### src/rtl/mem_arbiter.sv
// mem_arbiter: round-robin byte-serial sequencer sharing the RAM/IO port between fetch and load/store
module mem_arbiter #(
    parameter logic [1:0] IO_ADDR_HI = 2'b11
) (
    input  logic        clk,
    input  logic        rst,
    input  logic        rdy,
    input  logic        roll_back,
    input  logic        io_buffer_full,
    input  logic [7:0]  mem_din,
    output logic [7:0]  mem_dout,
    output logic [31:0] mem_a,
    output logic        mem_wr,
    input  logic        IF_req,
    input  logic [31:0] IF_addr,
    output logic        IF_done,
    output logic [31:0] IF_data,
    input  logic        LSB_req,
    input  logic        LSB_is_store,
    input  logic [31:0] LSB_addr,
    input  logic [1:0]  LSB_size,
    input  logic [31:0] LSB_wdata,
    output logic        LSB_done,
    output logic [31:0] LSB_rdata
);
    typedef enum logic [1:0] {IDLE, READ, WRITE, DONE} state_t;

    state_t      state;
    logic [31:0] addr;
    logic [31:0] wdata;
    logic [31:0] rbuf;
    logic [2:0]  cnt;
    logic [2:0]  len;
    logic        owner_lsb;
    logic        last_lsb;

    logic        grant_if;
    logic        grant_lsb;
    logic [31:0] sel_addr;
    logic [2:0]  lsb_len;
    logic        sel_stall;
    logic        io_stall;
    logic [2:0]  cnt_inc;
    logic [2:0]  wr_next;
    logic [1:0]  byte_idx;
    logic [7:0]  wr_byte;
    logic [31:0] rbuf_nxt;

    assign grant_if  = IF_req && (!LSB_req || last_lsb);
    assign grant_lsb = LSB_req && !grant_if;
    assign sel_addr  = grant_if ? IF_addr : LSB_addr;
    assign lsb_len   = LSB_size == 2'd0 ? 3'd1 : LSB_size == 2'd1 ? 3'd2 : 3'd4;
    assign sel_stall = io_buffer_full && LSB_addr[17:16] == IO_ADDR_HI;
    assign io_stall  = io_buffer_full && addr[17:16] == IO_ADDR_HI;
    assign cnt_inc   = cnt + 3'd1;
    assign wr_next   = mem_wr ? cnt_inc : cnt;
    assign byte_idx  = cnt[1:0] - 2'd1;
    assign wr_byte   = wdata[{wr_next[1:0], 3'b000} +: 8];

    // merge the byte arriving this cycle (address issued two edges ago) into the read buffer
    always_comb begin
        rbuf_nxt = rbuf;
        if (cnt != 3'd0) rbuf_nxt[{byte_idx, 3'b000} +: 8] = mem_din;
    end

    // arbitration and byte-serial transfer state machine with registered port outputs
    always_ff @(posedge clk or negedge rst) begin
        if (!rst) begin
            state     <= IDLE;
            addr      <= '0;
            wdata     <= '0;
            rbuf      <= '0;
            cnt       <= '0;
            len       <= '0;
            owner_lsb <= 1'b0;
            last_lsb  <= 1'b0;
            mem_a     <= '0;
            mem_dout  <= '0;
            mem_wr    <= 1'b0;
            IF_done   <= 1'b0;
            LSB_done  <= 1'b0;
            IF_data   <= '0;
            LSB_rdata <= '0;
        end else if (rdy) begin
            IF_done  <= 1'b0;
            LSB_done <= 1'b0;
            case (state)
                IDLE: begin
                    mem_wr <= 1'b0;
                    if (grant_if || grant_lsb) begin
                        addr      <= sel_addr;
                        mem_a     <= sel_addr;
                        len       <= grant_if ? 3'd4 : lsb_len;
                        wdata     <= LSB_wdata;
                        owner_lsb <= grant_lsb;
                        last_lsb  <= grant_lsb;
                        cnt       <= '0;
                        rbuf      <= '0;
                        if (grant_lsb && LSB_is_store) begin
                            state    <= WRITE;
                            mem_wr   <= !sel_stall;
                            mem_dout <= LSB_wdata[7:0];
                        end else begin
                            state <= READ;
                        end
                    end
                end
                READ: begin
                    mem_wr <= 1'b0;
                    if (roll_back) begin
                        state <= IDLE;
                    end else begin
                        cnt  <= cnt_inc;
                        rbuf <= rbuf_nxt;
                        if (cnt_inc < len) mem_a <= addr + {29'b0, cnt_inc};
                        if (cnt == len) begin
                            state <= DONE;
                            if (owner_lsb) begin
                                LSB_done  <= 1'b1;
                                LSB_rdata <= rbuf_nxt;
                            end else begin
                                IF_done <= 1'b1;
                                IF_data <= rbuf_nxt;
                            end
                        end
                    end
                end
                WRITE: begin
                    cnt <= wr_next;
                    if (wr_next == len) begin
                        state    <= DONE;
                        mem_wr   <= 1'b0;
                        LSB_done <= 1'b1;
                    end else begin
                        mem_wr   <= !io_stall;
                        mem_a    <= addr + {29'b0, wr_next};
                        mem_dout <= wr_byte;
                    end
                end
                default: begin
                    state  <= IDLE;
                    mem_wr <= 1'b0;
                end
            endcase
        end
    end
endmodule

### config.mk
export PLATFORM = sky130hd
export DESIGN_NAME = mem_arbiter
export DESIGN_NICKNAME = d
export VERILOG_FILES = /design/src/rtl/mem_arbiter.sv
export SDC_FILE = /design/constraint.sdc
export NUM_CORES = 1
export LEC_CHECK = 0
export ABC_AREA = 1
export BUFFER_PORTS_ARGS = -buffer_cell sky130_fd_sc_hd__buf_4
export CAP_MARGIN = 5
export CELL_PAD_IN_SITES_DETAIL_PLACEMENT = 1
export CELL_PAD_IN_SITES_GLOBAL_PLACEMENT = 2
export CORE_MARGIN = 1
export CORE_UTILIZATION = 33
export CTS_CLUSTER_SIZE = 25
export DETAILED_ROUTE_END_ITERATION = 8
export PLACE_DENSITY_LB_ADDON = 0.1
export SYNTH_ARGS = -nofsm -noshare
export SYNTH_HDL_FRONTEND = slang
export SYNTH_SLANG_ARGS = --single-unit
export TNS_END_PERCENT = 5
### constraint.sdc
create_clock -name clk -period 5.2 [get_ports clk]
set_input_delay 0.52 -clock clk [delete_from_list [all_inputs] [get_ports clk]]
set_output_delay 0.52 -clock clk [all_outputs]
set_load 0.05 [all_outputs]
**After elaboration in Yosys (flattened, before gate mapping)**

Index checks and enable logic that the tools add are counted.
Widths: inputs -> output; s select.

- Bits in registers: 212
- Logic and storage cells: 105

- Reductions and logical operators: 25
- Muxes and demuxes: 41
- Order comparisons: 1
- Shift operators: 3
- Bitwise gates (word level): 2
- Add/subtract/negate cells: 5
- Eq/ne operators: 14

Operator list:

| cell | count |
|---|---|
| $mux 32 | 8 |
| $pmux 32 s3 | 1 |
| $add 32x3->32 | 2 |
| $pmux 32 s2 | 1 |
| $bwmux 32 | 1 |
| $shift 8x7->32 const A | 1 |
| $shiftx 32x6->8 | 1 |
| $shiftx 8x7->32 | 1 |
| $mux 8 | 3 |
| $mux 3 | 6 |
| $pmux 8 s2 | 1 |
| $reduce_and 5->1 | 3 |
| $ne 2x2->1 const B | 6 |
| $reduce_and 4->1 | 3 |
| $mux 1 | 11 |
| $mux 2 | 5 |
| $pmux 3 s3 | 1 |
| $neg 5->7 | 1 |
| $eq 2x2->1 const B | 3 |
| $eq 3x3->1 | 2 |
| $pmux 2 s3 | 1 |
| $reduce_and 6->1 | 1 |
| $reduce_bool 3->1 | 2 |
| $logic_and 1x1->1 | 5 |
| 12 further kinds | 21 |

**Depth between registers and ports, before layout**

Gate-level depths: netlist of run 1.

- Depth after elaboration: 9
- Depth in mapped cells: 20
- Gate-level depth less buffers: 20

**Worst setup path after synthesis of run 1**

OpenSTA, ideal clock, no wires.

- Path type: reg-to-reg
- Start: register cnt[0]
- End: register mem_a[14]
- Arrival: 2.907 ns
- Period minus slack after synthesis: 3.025 ns
- Path buffers: 0
- Stages on the path, launching flop included: 17
- Library setup time: 0.118 ns
- Path slack: 2.175 ns
- Cells stage by stage: dfrtp_1 -> inv_2 -> ha_1 -> nand2_1 -> nand2_4 -> clkinv_1 -> nor2_1 -> a21oi_1 -> fa_1 -> o21ai_2 -> nand2_1 -> nor2_1 -> nand2_1 -> nand3_1 -> o21ai_0 -> nand2_1 -> nand2_1

- Longest elaborated chain between the ends: 5
- Elaborated cells between the ends (all ways): 13

RTL lines:

| item | line | source |
|---|---|---|
| from (decl) | 32 | `logic [2:0] cnt;` |
| from (signal assigned) | 113 | `cnt <= cnt_inc;` |
| from (signal assigned) | 129 | `cnt <= wr_next;` |
| $add 3x1->3 | 55 | `assign cnt_inc = cnt + 3'd1;` |
| $mux 3 / $add 32x3->32 (equally long branches) | 56, 115 |  |
| $add 32x3->32, or another cell as far along | 136 | `mem_a <= addr + {29'b0, wr_next};` |
| $mux 32, or another cell as far along | 130 | `if (wr_next == len) begin` |
| $pmux 32 s3 / $reduce_and 6->1 (equally long branches) | - |  |
| to (signal assigned) | 92 | `mem_a <= sel_addr;` |
| to (signal assigned) | 115 | `if (cnt_inc < len) mem_a <= addr + {29'b0, cnt_inc};` |
| to (signal assigned) | 136 |  |
| to (decl) | 12 | `output logic [31:0] mem_a,` |

Parallel ways exist; a longest one is shown, timed or not. The select of a mux whose other input is x is not followed.
A chain may end at the register's enable or synchronous reset.

**Final worst setup path of run 1**

- Start: register cnt[0]
- End: register mem_a[31]

Same word-level chain as after synthesis.

==> results of run 1 <==
-- registers in the layout, indices dropped and copies added (netlist names) --
name       count
rbuf          32
mem_dout       8
LSB_done       1
wdata         32
cnt            3
mem_a         32
addr          32
mem_wr         1
LSB_rdata     32
last_lsb       1
len            3
state          2
IF_data       32
IF_done        1
-- cell usage after synthesis (2+ instances only) --
library cell	number	share of area
nand2_1	735	0.25
dfrtp_1	212	0.48
nand3_1	122	0.055
o21ai_0	105	0.047
nor2_1	74	0.025
inv_1	69	0.023
clkbuf_1	41	0.014
buf_2	16	0.0072
ha_1	16	0.018
a21oi_1	15	0.0067
inv_2	12	0.0040
o21ai_1	11	0.0049
mux2i_1	9	0.0081
nand4_1	9	0.0051
o31ai_1	9	0.0061
a31oi_1	8	0.0045
o41ai_1	8	0.0063
mux2_2	7	0.0071
nand2_2	6	0.0034
nand3b_1	6	0.0040
nor3_1	6	0.0027
buf_1	4	0.0013
buf_6	4	0.0040
nor2_2	3	0.0017
a22o_1	2	0.0016
buf_4	2	0.0013
clkinv_1	2	0.00067
o21bai_1	2	0.0013
o22ai_1	2	0.0011
or2_2	2	0.0011
-- per-layer routing --
metal / vias up / global-route usage / share of wire
li1: 5272 / - / -
met1: 5197 / 0.312 / 0.48
met2: 183 / 0.393 / 0.47
met3: 37 / 0.0274 / 0.034
met4: 0 / 0.0426 / 0.016
met5: - / 0 / 0
-- worst paths after layout --
kind                                       from                   endpoint  slack (ns)  cells past startpoint
max                          cnt[0]$_DFFE_PN0P_      mem_a[31]$_DFFE_PN0P_        1.21                     21
min                                         rst  LSB_rdata[22]$_DFFE_PN0P_        0.03                      1
max reg2reg                  cnt[0]$_DFFE_PN0P_      mem_a[31]$_DFFE_PN0P_        1.21                     21
min reg2reg                rbuf[13]$_DFFE_PN0P_       rbuf[13]$_DFFE_PN0P_        0.48                      2
max in group asynchronous                   rst        addr[4]$_DFFE_PN0P_        3.86                      2
min in group clk                  LSB_wdata[30]      wdata[30]$_DFFE_PN0P_        0.17                      3
-- cell type report --
class                   instances  area share
inverters                      83      0.0222
well taps                     442      0.0394
repair buffers                234       0.126
clock buffers                  31      0.0491
flip-flops and latches        212       0.378
multi-input cells            1166       0.371
clock inverters                13      0.0151
-- power by group --
group | internal, uW | leakage, uW | switching (uW)
clock network | 1190 | 0.000440 | 744
registers | 2070 | 0.00279 | 371
logic | 945 | 0.00431 | 2420
total | 4210 | 0.00754 | 3540
-- through the flow --
step,instance area (sq um),hold slack [ns]
6_report,14000,0.0317
5_1_grt,14000,0.126
4_1_cts,14000,0.101
3_5_place_dp,13100,0.464
3_3_place_gp,13100,0.456
2_1_floorplan,11100,0.224
-- critical path: stages, from the launching register on --
cell      delay [ns]
dfrtp_1         0.32
buf_4           0.29
inv_2           0.15
ha_1            0.34
nand2_1         0.15
nand2_4         0.13
clkinv_1        0.21
nor2_1          0.08
a21oi_1         0.25
inv_1           0.08
ha_1            0.28
nand2_1         0.06
nand2_1         0.09
nand2_1         0.13
nor2_1          0.72
nand2_1         0.15
inv_1           0.12
nand2_1         0.06
nand2_1         0.06
nand3_1         0.06
nand2_1         0.09
nand2_1         0.04
-- kinds of logic (layout without fill, tap and decap cells) --
kind of cell	Yosys count	after routing	share of synthesized area
multiplexers	16	16	0.0152
buffers and inverters	150	361	0.0557
AND/OR/NAND/NOR	967	967	0.350
flip-flops	212	212	0.477
adder cells (fa/ha/maj)	17	17	0.0198
AO/OA/AOI/OAI	165	165	0.0819
XOR/XNOR	1	1	0.000787
==> flow_results.org, run 1 <==
** Status
- The flow ran to the end, and the final reports show no timing, DRC or antenna violations.

** Timing
- Max-slew violation count :: 0
- Worst clock skew on the final layout :: approximately 0.019 ns
- Normalized max-slew margin :: 0.269
- Setup violations remaining at the end of the flow were counted as 0.
- Count of endpoints failing hold in the final timing report :: 0
- Setup repair after global routing left no endpoint under its margin.
- Worst-Margin Slew :: ~1.1 ns
- Final Critical Period :: 3.99 ns
- Setup total negative slack on the finished layout was measured at 0 ns.
- Fmax :: between 200 and 300 MHz
- Of the available clock period, the critical path in the final layout requires 0.767.
- Slack of the critical path :: between 1 and 1.5 ns

** Drt
- Final wirelength :: 38600 um
- In the final routed layout, each cell accounts on average for 17.7 um.
- Detailed router's first-iteration violation count :: 604
- Post-detailed-route count of antenna-violating nets :: 0
- Detailed-route vias per instance :: slightly below 5
- Number of detailed-route iterations in the first pass :: 4
- DRC violations left :: 0
- Detailed routing inserted a total of 10.7k vias.

** Placed design
- The wire-length estimate of the detail-placed layout is around 27000 um.
- The congestion estimate from routability-driven global placement came to around 0.8.
- Worst setup timing slack at the placement stage :: 1.21 ns
- The count of buffers added on input and output ports is between 200 and 250.
- Cell Count Post-Placement :: 2137

** Logic synthesis
- Sequential fraction of the synthesis area :: 0.477
- The synthesized design contains 212 register bits.
- In the synthesized netlist the async set-or-reset flop fraction comes to 1.00.
- Leading register cell type out of synthesis :: dfrtp_1
- Avg Inst Size Synth :: around 7.3 sq um
- Area of the mapped netlist :: 11100 sq um
- Syn nets :: approximately 1.7k
- Synth unique cells :: 39
- Synth Instances :: approximately 1.5k
- Number of warnings printed during yosys synthesis :: 0
- Number of synthesized flops with an enable pin :: 0

** Pwr
- Post-layout power :: slightly below 8000 uW
- The worst-case IR drop observed on VDD is approximately 0.34 mV.
- Leakage power :: approximately 0.0075 uW
- For this design the ratio of total power to cell area is approximately 550 nW/um^2.

** Die
- From left edge to right edge, the die measures approximately 190 um.
- The floorplan step defined a die boundary enclosing 34500 sq um.
- Row generation in the floorplan step produced 66 rows.
- Die boundary height :: roughly 190 um
- During I/O placement, the number of pins put on the boundary was about 220.
- The region available for standard cell placement spans 32900 sq um.
- Effective utilization at floorplan :: 0.339

** Clock network
- In this run the number of H-tree levels came out at 1.
- Post CTS Setup Buffer Count :: 0
- Post-cts repair resize count :: 0
- CTS tree :: done
- Clk_lat worst skew :: roughly 0.55 ns
- In this run the deepest clock path goes through 3 buffers.
- In this run, post-CTS hold repair placed 0 buffers.
- Number of clock sinks :: between 200 and 250
- Clock-pin slew was measured on the worst setup and hold paths at 0.06 ns.
- Number of buffers created by CTS :: 26
- Root cell of the clock tree :: clkbuf_16

** Layout
- Fill cells in the final layout number ~4.2k.
- Total inserted antenna cells :: 0
- For this run, the post-layout net count is between 1.5k and 2k.
- Of the cells placed in the final design, the portion with a size suffix greater than 1 is 0.179.
- Area of the multi-input gates :: 5210 sq um
- Finished Core Util :: 0.427
- The finished layout holds between 2k and 2.5k standard cells, fillers aside.
- Compared with the post-synthesis result, the final layout area differs by 26.2%.
- Leaving out fill and tap cells, the most frequent cell in the layout is nand2_1.
- In the final layout, flip-flops and latches occupy around 5300 sq um.
- In the layout the commonest cells are nand2_1 (734), buf_4 (233), dfrtp_1 (212).

** Min path
- The min-delay analysis places its worst path in the category in -> async.

** Critical path
- Start-to-end type of the worst setup path :: reg -> reg
- Critical Path RT :: 5.63 ns
- Critical path endpoint category :: register
- Arrival time of the worst setup path :: around 4.4 ns
- Kind of start point of the critical path :: register
- Along the worst path, the maximum fanout reaches 26.

** GRT
- The number of antenna violations at the first check in global routing is 0.
- Overall global routing resource usage :: 0.229
- The first global-routing pass estimated 61900 um of wire.
- For this run the aggregate overflow at the end of global routing stands at 0.
- Largest net degree at the start of global routing :: 120
- Vias in the first global route :: 11.1k

** Run
- The tool flagged a number of max-cap violations equal to 0.
No activity file was read; power rests on OpenSTA's default activity.
==> run 2: changes to the inputs <==
--- a/config.mk
+++ b/config.mk
@@ -5,13 +5,13 @@
 export SDC_FILE = /design/constraint.sdc
 export NUM_CORES = 1
 export LEC_CHECK = 0
-export ABC_AREA = 1
+export ABC_AREA = 0
 export BUFFER_PORTS_ARGS = -buffer_cell sky130_fd_sc_hd__buf_4
 export CAP_MARGIN = 5
 export CELL_PAD_IN_SITES_DETAIL_PLACEMENT = 1
 export CELL_PAD_IN_SITES_GLOBAL_PLACEMENT = 2
 export CORE_MARGIN = 1
-export CORE_UTILIZATION = 33
+export CORE_UTILIZATION = 34
 export CTS_CLUSTER_SIZE = 25
 export DETAILED_ROUTE_END_ITERATION = 8
 export PLACE_DENSITY_LB_ADDON = 0.1
==> constraint.sdc (replaced) <==
create_clock -name clk -period 3.98 [get_ports clk]
set_input_delay 0.398 -clock clk [delete_from_list [all_inputs] [get_ports clk]]
set_output_delay 0.398 -clock clk [all_outputs]
set_load 0.05 [all_outputs]
==> flow_results.org, run 2 <==
** Critical path
- The worst path required time came to 4.40 ns (-1.23 ns).
- STA classifies the critical path endpoint as a register.
- The worst setup path is launched from a register.
- Critical-path maximum fanout :: 11 (-58%)
- Arrival time of the worst setup path :: 3.92 ns (-0.50 ns)
- Start-to-end type of the worst setup path :: reg -> reg

** Timing
- Final setup violation count :: 0 (unchanged)
- Unrepaired setup endpoints after global routing :: no
- Hold Worst Slack :: 0.0961 ns (+0.0644 ns)
- The final critical delay including setup and external delays is 3.49 ns (-0.496 ns).
- Period Utilization, post-route :: 0.878 (+0.111)
- Normalized max-slew margin :: 0.412 (+0.143)
- The max-slew violation count came to 0 (unchanged).
- The final number of hold-violating endpoints came to 0 (unchanged).
- The timing-limited maximum frequency was 286 MHz (+14%).
- The transition at the pin with the smallest max-transition slack was 0.875 ns (-0.220 ns).
- The setup TNS is 0 ns (unchanged).
- The largest clock skew in the final design came to 0.0120 ns (-0.00707 ns).

** Layout
- Post-synthesis to final-layout area growth :: 27.7%
- Most common cell after layout, fill and taps aside :: buf_4
- Final Instance Count excl. Fillers :: 1634 (-25%)
- In the layout the commonest cells are buf_4 (239), dfrtp_1 (212), nor2_1 (120).
- Total inserted antenna cells :: 0 (unchanged)
- The fraction of final layout cells with drive strength greater than 1 was 0.282 (+0.103).
- Fin nets :: 1356 (-27%)

** Drt
- Routed wire per std cell :: 18.1 um (+2.2%)
- The ratio of routed vias to standard cells came to 5.09 (+3.9%).
- The final wirelength came to 29500 um (-23%).
- The number of iterations in the first detailed-routing pass was 4 (unchanged).
- Detailed router's first-iteration violation count :: 327 (-46%)
- Total via count in the routed design :: 8321 (-22%)
- The final routed DRC violation total was 0 (unchanged).
- The remaining antenna violation count is 0 (unchanged).

** Logic synthesis
- After synthesis, the cell types taking the most area are dfrtp_1 (51%), mux2_2 (5.6%), a21oi_1 (5.6%).
- The number of flops mapped to enable cells by yosys was 0 (unchanged).
- Top-count cell post-synth :: dfrtp_1
- Avg Inst Size Synth :: 10.1 sq um (+39%)
- Synthesis-stage register bit count :: 212 (unchanged)
- Area fraction of the dominant cell type after synthesis :: 0.510 (+0.0332)
- Synth async-reset ratio :: 1.00 (unchanged)
- Area of the mapped netlist :: 10400 sq um (-6.5%)
- The share of the yosys chip area belonging to registers was 0.510 (+0.0332).
- Number of warnings printed during yosys synthesis :: 0 (unchanged)
- Syn nets :: 1157 (-30%)
- Among all flip-flop cells after synthesis, the most frequent one is dfrtp_1.
- Synth Instances :: 1026 (-33%)
- Most used standard cells in the synthesized netlist :: dfrtp_1 (212), nor2_1 (120), a21oi_1 (116)
- dfrtp_1 takes more of the synthesized area than any other cell.
- The unique cell type count in the Yosys netlist was 55 (+41%).

** Clock network
- The post-cts resize count came to 0 (unchanged).
- Clock transition at the registers of the reported paths :: 0.06 ns (about the same)
- CTS tree :: done
- H-tree levels :: 1 (unchanged)
- Number of buffers created by CTS :: 26 (unchanged)
- Number of clock sinks :: 212 (unchanged)
- The maximum number of buffers from clock root to sink is 3 (unchanged).
- In this run the clock root is driven by a clkbuf_16.
- Clk_lat worst skew :: 0.52 ns (-0.03 ns)

** Die
- Core Box Area :: 29900 sq um (-9.1%)
- Die Wd :: 177 um (-4.7%)
- The initial core utilization came to 0.348 (+0.00967).
- Full die area :: 31300 sq um (-9.2%)
- The cell row count came to 63 (-4.5%).
- The top-level port count was 221 (unchanged).
- The height of the die came to 177 um (-4.7%).

** Pwr
- The cell area power density came to 842 nW/um^2 (+53%).
- The highest ir drop seen on vdd is 0.325 mV (-5.9%).
- The leakage component of the power is 0.00623 uW (-17%).
- Post-layout power :: 11200 uW (+45%)

** Placed design
- The estimated wirelength of the detail-placed design is 20800 um (-22%).
- The port buffer count came to 220 (unchanged).
- Cell Count Post-Placement :: 1586 (-26%)
- Gpl congestion :: 0.747 (-5.9%)

** GRT
- The wire length of the first global-routing pass was 48200 um (-22%).
- The overall track demand over capacity in global routing was 0.194 (-0.0354).
- The number of antenna violations at the first check in global routing was 0 (unchanged).
- The via count of the first global-routing pass came to 8678 (-22%).
- Overflow left after global routing :: 0 (unchanged)
- The pin count of the biggest net entering global routing was 102 (-15%).

** Status
- The flow ran to the end, and the final reports show no timing, DRC or antenna violations.

** Min path
- Hold WC Path Type :: in -> reg

** Run
- Maximum capacitance violations :: 0 (unchanged)
## run 2: cell types whose count changed after synthesis, moves of 20 or more
cell and change:
nand3_1 -112, mux2i_1 +38, inv_1 -53, a21oi_1 +101
o21ai_0 -57, mux2_2 +45, nor2_1 +46, buf_2 +20
a22o_1 +39, nand2_1 -653
## run 2: logic make-up after synthesis
family / count (synthesis) / share of synthesized area
flops: 212 / 0.510
compound gates: 277 / 0.166
xor+xnor: 34 / 0.0293
simple gates: 300 / 0.132
fa+ha+maj: 17 / 0.0212
mux: 99 / 0.101
buf+inv: 87 / 0.0400
## run 2: final timing paths
kind	start	to	slack (ns)	cells past startpoint
max	cnt[1]$_DFFE_PN0P_	mem_a[26]$_DFFE_PN0P_	0.49	13
min	LSB_size[0]	len[0]$_DFFE_PN0P_	0.1	2
max reg2reg	cnt[1]$_DFFE_PN0P_	mem_a[26]$_DFFE_PN0P_	0.49	13
min reg2reg	mem_a[18]$_DFFE_PN0P_	mem_a[18]$_DFFE_PN0P_	0.48	1
max in group asynchronous	rst	mem_dout[6]$_DFFE_PN0P_	2.49	3
min in group asynchronous	rst	mem_a[8]$_DFFE_PN0P_	0.53	2
## run 2: repair_timing
| action | 4_1_cts | 5_1_grt |
|---|---|---|
| buffers inserted | 0 | 0 |
| hold endpoints to repair | 92 | 0 |
| hold buffers | 1 | 0 |
## run 2: cell type report
cell class	instances	area (sq um)
inverters	16	60.1
repair buffers	242	1840
fillers	3390	16600
clock inverters	6	41.3
clock buffers	41	828
multi-input cells	727	4730
well taps	390	488
flip-flops and latches	212	5310
## run 2: worst max-delay path: stages (launching register included)
cell      delay [ns]
dfrtp_1         0.48
inv_1           0.12
ha_1            0.51
mux2i_2         0.13
a21oi_1         0.25
inv_1           0.09
fa_1            0.40
nand2b_1        0.20
a21oi_1         0.18
buf_4           0.23
nand4_1         0.22
nor3_1          0.22
nor3_1          0.07
o31ai_1         0.27
## run 2: where the power goes
part | switching, uW | internal (uW)
Clock | 936 | 1420
Combinational | 3430 | 1830
Sequential | 597 | 2980
## run 2: metal layers
layer / vias to the layer above / track usage / routed length (um)
li1: 4023 / - / -
met1: 4109 / 0.265 / 13700
met2: 155 / 0.319 / 13900
met3: 34 / 0.0357 / 1340
met4: 0 / 0.0413 / 575
met5: - / 0 / 0
## run 2: per-stage QoR
stage	util	instance area [sq um]	worst slack (ns)
floorplan	-	10400	0.555
global route	0.445	13300	0.216
detailed placement	0.416	12400	0.493
CTS	0.445	13300	0.429
global placement	0.416	12400	0.565
finish	0.445	13300	0.486
